--- src/rtl/vga_pkg.sv ---
// Shared 640x480@60 timing defaults and raster types.
// Consumed by the timing generator and downstream VGA stages.
package vga_pkg;

    localparam int H_VISIBLE_D = 640;
    localparam int H_FRONT_D   = 16;
    localparam int H_SYNC_D    = 96;
    localparam int H_BACK_D    = 48;
    localparam int V_VISIBLE_D = 480;
    localparam int V_FRONT_D   = 10;
    localparam int V_SYNC_D    = 2;
    localparam int V_BACK_D    = 33;
    localparam int BLINK_D     = 16;

    typedef logic [9:0] vga_coord_t;

    typedef struct packed {
        vga_coord_t row;
        vga_coord_t col;
        logic       hsync;
        logic       vsync;
        logic       is_blank;
    } vga_timing_t;

endpackage

--- src/rtl/vga_axis_counter.sv ---
// One raster axis: wrapping position counter with registered
// active-low sync and active flags derived from the next count.
module vga_axis_counter
    import vga_pkg::*;
#(
    parameter int VISIBLE = H_VISIBLE_D,
    parameter int FRONT   = H_FRONT_D,
    parameter int SYNC    = H_SYNC_D,
    parameter int BACK    = H_BACK_D
) (
    input  logic       clk,
    input  logic       reset,
    input  logic       en,
    output logic [9:0] count,
    output logic       sync_n,
    output logic       active,
    output logic       wrap
);

    localparam vga_coord_t LAST    = vga_coord_t'(VISIBLE + FRONT + SYNC + BACK - 1);
    localparam vga_coord_t SYNC_LO = vga_coord_t'(VISIBLE + FRONT);
    localparam vga_coord_t SYNC_HI = vga_coord_t'(VISIBLE + FRONT + SYNC - 1);
    localparam vga_coord_t VIS     = vga_coord_t'(VISIBLE);

    vga_coord_t nxt;

    always_comb begin
        wrap = en && (count == LAST);
        nxt  = count;
        if (wrap) begin
            nxt = '0;
        end else if (en) begin
            nxt = count + 10'd1;
        end
    end

    // Flags follow nxt so they line up with the count they describe.
    always_ff @(posedge clk or negedge reset) begin
        if (!reset) begin
            count  <= '0;
            sync_n <= 1'b1;
            active <= 1'b1;
        end else begin
            count  <= nxt;
            sync_n <= !((nxt >= SYNC_LO) && (nxt <= SYNC_HI));
            active <= (nxt < VIS);
        end
    end

endmodule

--- src/rtl/vga_timing_gen.sv ---
// Raster timing generator: coordinates, syncs, blank and frame events.
// Define VGA_CURSOR_BLINK_EN to enable the cursor blink counter.
module vga_timing_gen
    import vga_pkg::*;
#(
    parameter int H_VISIBLE    = H_VISIBLE_D,
    parameter int H_FRONT      = H_FRONT_D,
    parameter int H_SYNC       = H_SYNC_D,
    parameter int H_BACK       = H_BACK_D,
    parameter int V_VISIBLE    = V_VISIBLE_D,
    parameter int V_FRONT      = V_FRONT_D,
    parameter int V_SYNC       = V_SYNC_D,
    parameter int V_BACK       = V_BACK_D,
    parameter int BLINK_FRAMES = BLINK_D
) (
    input  logic       clk,
    input  logic       reset,
    output logic [9:0] col,
    output logic [9:0] row,
    output logic       hsync,
    output logic       vsync,
    output logic       is_blank,
    output logic       frame_start,
    output logic       vblank_start,
    output logic [7:0] frame_count,
    output logic       cursor_blink
);

    localparam vga_coord_t V_LAST_VIS = vga_coord_t'(V_VISIBLE - 1);

    logic h_active;
    logic v_active;
    logic h_wrap;
    logic v_wrap;

    vga_axis_counter #(
        .VISIBLE (H_VISIBLE),
        .FRONT   (H_FRONT),
        .SYNC    (H_SYNC),
        .BACK    (H_BACK)
    ) u_h (
        .clk    (clk),
        .reset  (reset),
        .en     (1'b1),
        .count  (col),
        .sync_n (hsync),
        .active (h_active),
        .wrap   (h_wrap)
    );

    vga_axis_counter #(
        .VISIBLE (V_VISIBLE),
        .FRONT   (V_FRONT),
        .SYNC    (V_SYNC),
        .BACK    (V_BACK)
    ) u_v (
        .clk    (clk),
        .reset  (reset),
        .en     (h_wrap),
        .count  (row),
        .sync_n (vsync),
        .active (v_active),
        .wrap   (v_wrap)
    );

    assign is_blank = !(h_active && v_active);

    always_ff @(posedge clk or negedge reset) begin
        if (!reset) begin
            frame_start  <= 1'b1;
            vblank_start <= 1'b0;
            frame_count  <= '0;
        end else begin
            frame_start  <= v_wrap;
            vblank_start <= h_wrap && (row == V_LAST_VIS);
            if (v_wrap) begin
                frame_count <= frame_count + 8'd1;
            end
        end
    end

`ifdef VGA_CURSOR_BLINK_EN
    localparam int BW = $clog2(BLINK_FRAMES + 1);
    localparam logic [BW-1:0] BLINK_LAST = BW'(BLINK_FRAMES - 1);

    logic [BW-1:0] blink_cnt;

    always_ff @(posedge clk or negedge reset) begin
        if (!reset) begin
            blink_cnt    <= '0;
            cursor_blink <= 1'b1;
        end else if (v_wrap) begin
            if (blink_cnt == BLINK_LAST) begin
                blink_cnt    <= '0;
                cursor_blink <= ~cursor_blink;
            end else begin
                blink_cnt <= blink_cnt + BW'(1);
            end
        end
    end
`else
    logic unused_blink;
    assign unused_blink = (BLINK_FRAMES >= 1);
    assign cursor_blink = 1'b1;
`endif

endmodule

--- config.mk ---
export PLATFORM = sky130hd
export DESIGN_NAME = vga_timing_gen
export DESIGN_NICKNAME = d
export VERILOG_FILES = /design/src/rtl/vga_pkg.sv /design/src/rtl/vga_axis_counter.sv /design/src/rtl/vga_timing_gen.sv
export SDC_FILE = /design/constraint.sdc
export NUM_CORES = 1
export LEC_CHECK = 0
export BUFFER_PORTS_ARGS = -buffer_cell sky130_fd_sc_hd__buf_2
export CAP_MARGIN = 5
export CORE_MARGIN = 2
export CORE_UTILIZATION = 54
export CTS_CLUSTER_SIZE = 25
export DETAILED_ROUTE_END_ITERATION = 10
export HOLD_SLACK_MARGIN = 0.15
export PLACE_DENSITY = 0.8
export SLEW_MARGIN = 10
export SYNTH_ARGS = -nofsm -noshare
export SYNTH_HDL_FRONTEND = slang
export SYNTH_HIERARCHICAL = 1
export SYNTH_SLANG_ARGS = --single-unit
--- constraint.sdc ---
create_clock -name clk -period 4.2 [get_ports clk]
set_input_delay 0.42 -clock clk [delete_from_list [all_inputs] [get_ports clk]]
set_output_delay 0.42 -clock clk [all_outputs]
set_load 0.03 [all_outputs]
==> summary.md <==
| Metric | Value |
|---|---|
| Status | finished clean |
| Io pins | 36 |
| Reg-to-Reg Start | u_h/count[5] |
| Initial drt markers | 94 |
| DP Area | 1993 µm² |
| Vias in the first global route | 1,314 |
| Antenna violations before repair | 0 |
| Largest net degree at the start of global routing | 35 |
| Slew margin rel. | a little over half |
| Slowest CP cell | and4bb_1 |
| Die height | just over 60 µm |
| CP arrival | 3.22 ns |
| Vias per std cell | roughly 5.5 |
| Max Root-Sink Buffers | 2 |
| Total gr overflow | 0 |
| Gp weighted congestion | 0.9061 |
| CP Depth | 7 |
| Worst-path fanout max | 13 |
| Pwr/cell area | 398.3 nW/µm² |
| H-tree Lvls | 2 |
| FFs w/ async S/R, synth | 100.0% |
| Reg2Reg Setup Slack | 1.24 ns |
| Placed Cells | between 200 and 250 |
| Clock skew | 0.005240 ns |
| CP endpoint kind | register |
| Sequential area share after synthesis | between 40% and 50% |
| Clk slew on worst S/H paths | 0.10 ns |
| Post-DRT Antenna Nets | 0 |
| Max_cap viols | 0 |
| Mapped Cells | around 180 |
| Critical path cell sequence | nor3_1, nand3_1, nor3_2, nand4_1, and4bb_1, nor2_1, or4b_1 |
| Hold depth | 1 |
| Critical Path End | u_v/sync_n |
| Total CTS buffers | 5 |
| Die ar. | between 3000 and 4000 µm² |
| Area Growth Syn to Fin | 13.23% |
| TNS Setup | 0 ns |
| First-pass GRT wire length | about 6 mm |
| Leakage dissipation | 0.9802 nW |
| Min-Delay Path Class | register to register |
| Final setup vio count | 0 |
| CP bufs+invs | 0 |
| Measured slew at the worst slew-check pin | 0.7111 ns |
| Syn Area/Cell | 10.31 µm² |
| Layout cells sized above 1 | 27.36% |
| Setup ws final | between 1 and 1.5 ns |
| Yosys cell types | 50 |
| Non-filler cells in the finished layout | 258 |
| Post-CTS setup buffers | 0 |
| Max Freq | 0.3377 GHz |
| Crit Path Class | register to register |
| Post-synth EDFFs | 0 |
| # rows | 21 |
| PortBufs | 34 |
| Pre-CTS WS | 1.315 ns |
| Skew-Pair Late Insertion Delay | 0.33 ns |
| Tcrit/Tclk final | 70.50% |
| Hold Fails Final Rpt | 0 |
| Max VDD drop | between 0.2 and 0.25 mV |
| Final Power | roughly 800 µW |
| Tmin final | about 3.0 ns |
| Clock root buffer | clkbuf_4 |
| Syn. warnings | 6 |
| Top delay family on crit path | simple AND/OR/NAND/NOR gates |
| Worst Setup Start Kind | register |
| Final-stage net count | 217 |
| Starting Density | 55.58% |
| DRT Pass-1 Iters | 4 |
| Core Area | approximately 3300 µm² |
| FF+latch count, synth | 34 |
| Width of the die | 62.14 µm |
| DP HPWL | approximately 2.5 mm |
| Avg WL per Cell | 13.50 µm |
| CTS tree | yes |
| GRT Util Overall | 20.10% |
| Clock Sink Count | 34 |
| R2r endpoint | u_v/sync_n |
| Wirelength, routed | 3.484 mm |
| CP startpoint | u_h/count[5] |
| CP required | 4.45 ns |
| Synthesized cell area | 1826 µm² |
| CP peak stage delay | 0.59 ns |
| Top FF cell, synth | dfrtp_1 |
| Slew Limit Fails | 0 |
| Via count | 1,429 |
| RSZ-0062 raised after global routing | no |
| Post-layout instance area | 2067 µm² |
| N_diodes | 0 |
| Worst r2r path cells | 7 |
| Drc violations | 0 |
-- through the flow --
stage	util [%]	hold slack, ns
floorplan	-	0.1244
global placement	60.69	0.4516
detailed placement	60.69	0.4721
CTS	62.93	0.4873
global route	62.93	0.5241
finish	62.93	0.4832
-- layout make-up --
| class | instances | area [µm²] |
|---|---|---|
| clock inverters | 2 | 12.51 |
| repair buffers | 36 | 187.7 |
| inverters | 3 | 11.26 |
| clock buffers | 6 | 51.30 |
| multi-input cells | 131 | 889.6 |
| fillers | 300 | 1217 |
| well taps | 46 | 57.56 |
| flip-flops and latches | 34 | 857.1 |
-- metal layers --
| metal | wire length [µm] | GRT usage (%) | share of wire (%) |
|---|---|---|---|
| met1 | 1599 | 26.52 | 46 |
| met2 | 1617 | 31.66 | 46 |
| met3 | 207 | 6.341 | 5.9 |
| met4 | 59 | 6.667 | 1.7 |
| met5 | 0 | 0 | 0 |
-- synthesized netlist by cell type (all sizes together) (4+ instances only) --
| cell | instances | area share [%] |
|---|---|---|
| dfstp | 5 | 7.2 |
| dfrtp | 29 | 40 |
| nor3 | 5 | 1.6 |
| nand4 | 12 | 4.9 |
| nor2 | 21 | 4.3 |
| nand2 | 15 | 3.1 |
| ha | 4 | 2.7 |
| xnor2 | 15 | 7.2 |
| buf | 9 | 4.0 |
| nand3 | 7 | 1.9 |
| xor2 | 9 | 4.3 |
-- worst reg2reg max path: cells and delay by family (launching register included) --
kind / cells / cell delay, ns
simple gates: 7 / 2.39
flops: 1 / 0.50
-- power breakdown --
| group | internal (mW) | switching, mW |
|---|---|---|
| Combinational | 0.0752 | 0.141 |
| Sequential | 0.360 | 0.0572 |
| Clock | 0.0804 | 0.110 |
| Total | 0.516 | 0.308 |
-- cell families after synthesis --
| logic type | Yosys count | synth area share [%] |
|---|---|---|
| and+or+nand+nor | 80 | 24.67 |
| AOI/OAI and AO/OA | 18 | 7.403 |
| buffers and inverters | 13 | 4.798 |
| xor gates and xnor gates | 24 | 11.52 |
| muxes | 3 | 1.714 |
| other | 1 | 0.2054 |
| DFF | 34 | 46.95 |
| adders and majority gates | 4 | 2.742 |
-- how the worst min path moves through the flow --
| stage | startpoint | to | slack (ns) |
|---|---|---|---|
| 2_1_floorplan | reset | frame_count[0] | 0.12 |
| 3_3_place_gp | frame_count[7] | frame_count[7] | 0.45 |
| 3_5_place_dp | frame_count[7] | frame_count[7] | 0.47 |
| 4_1_cts | frame_count[7] | frame_count[7] | 0.49 |
| 5_1_grt | frame_count[7] | frame_count[7] | 0.52 |
| 6_report | frame_count[7] | frame_count[7] | 0.48 |
-- what timing repair did --
item                                   4_1_cts  5_1_grt
gates resized for setup                      0        0
hold buffers                                 1        0
endpoints found under the hold margin        8        0
-- registers in the layout, summed over array words and instances (netlist names) --
register and count:
u_h/active 1, frame_count 8, frame_start 1, u_h/sync_n 1, u_v/active 1, u_v/sync_n 1
vblank_start 1, u_h/count 10, u_v/count 10
-- cells in the final DEF (no fill, tap or decap), types with 3 or more instances in the layout --
cell type / count
xor2_1: 9
xnor2_1: 15
nor2_1: 21
nand3_1: 7
nor3_1: 3
ha_1: 4
inv_1: 3
nand4_1: 11
clkbuf_4: 5
dfrtp_1: 29
o21ai_0: 3
dfstp_2: 5
buf_2: 34
nand2_1: 15
(Power assumes the default switching activity.)
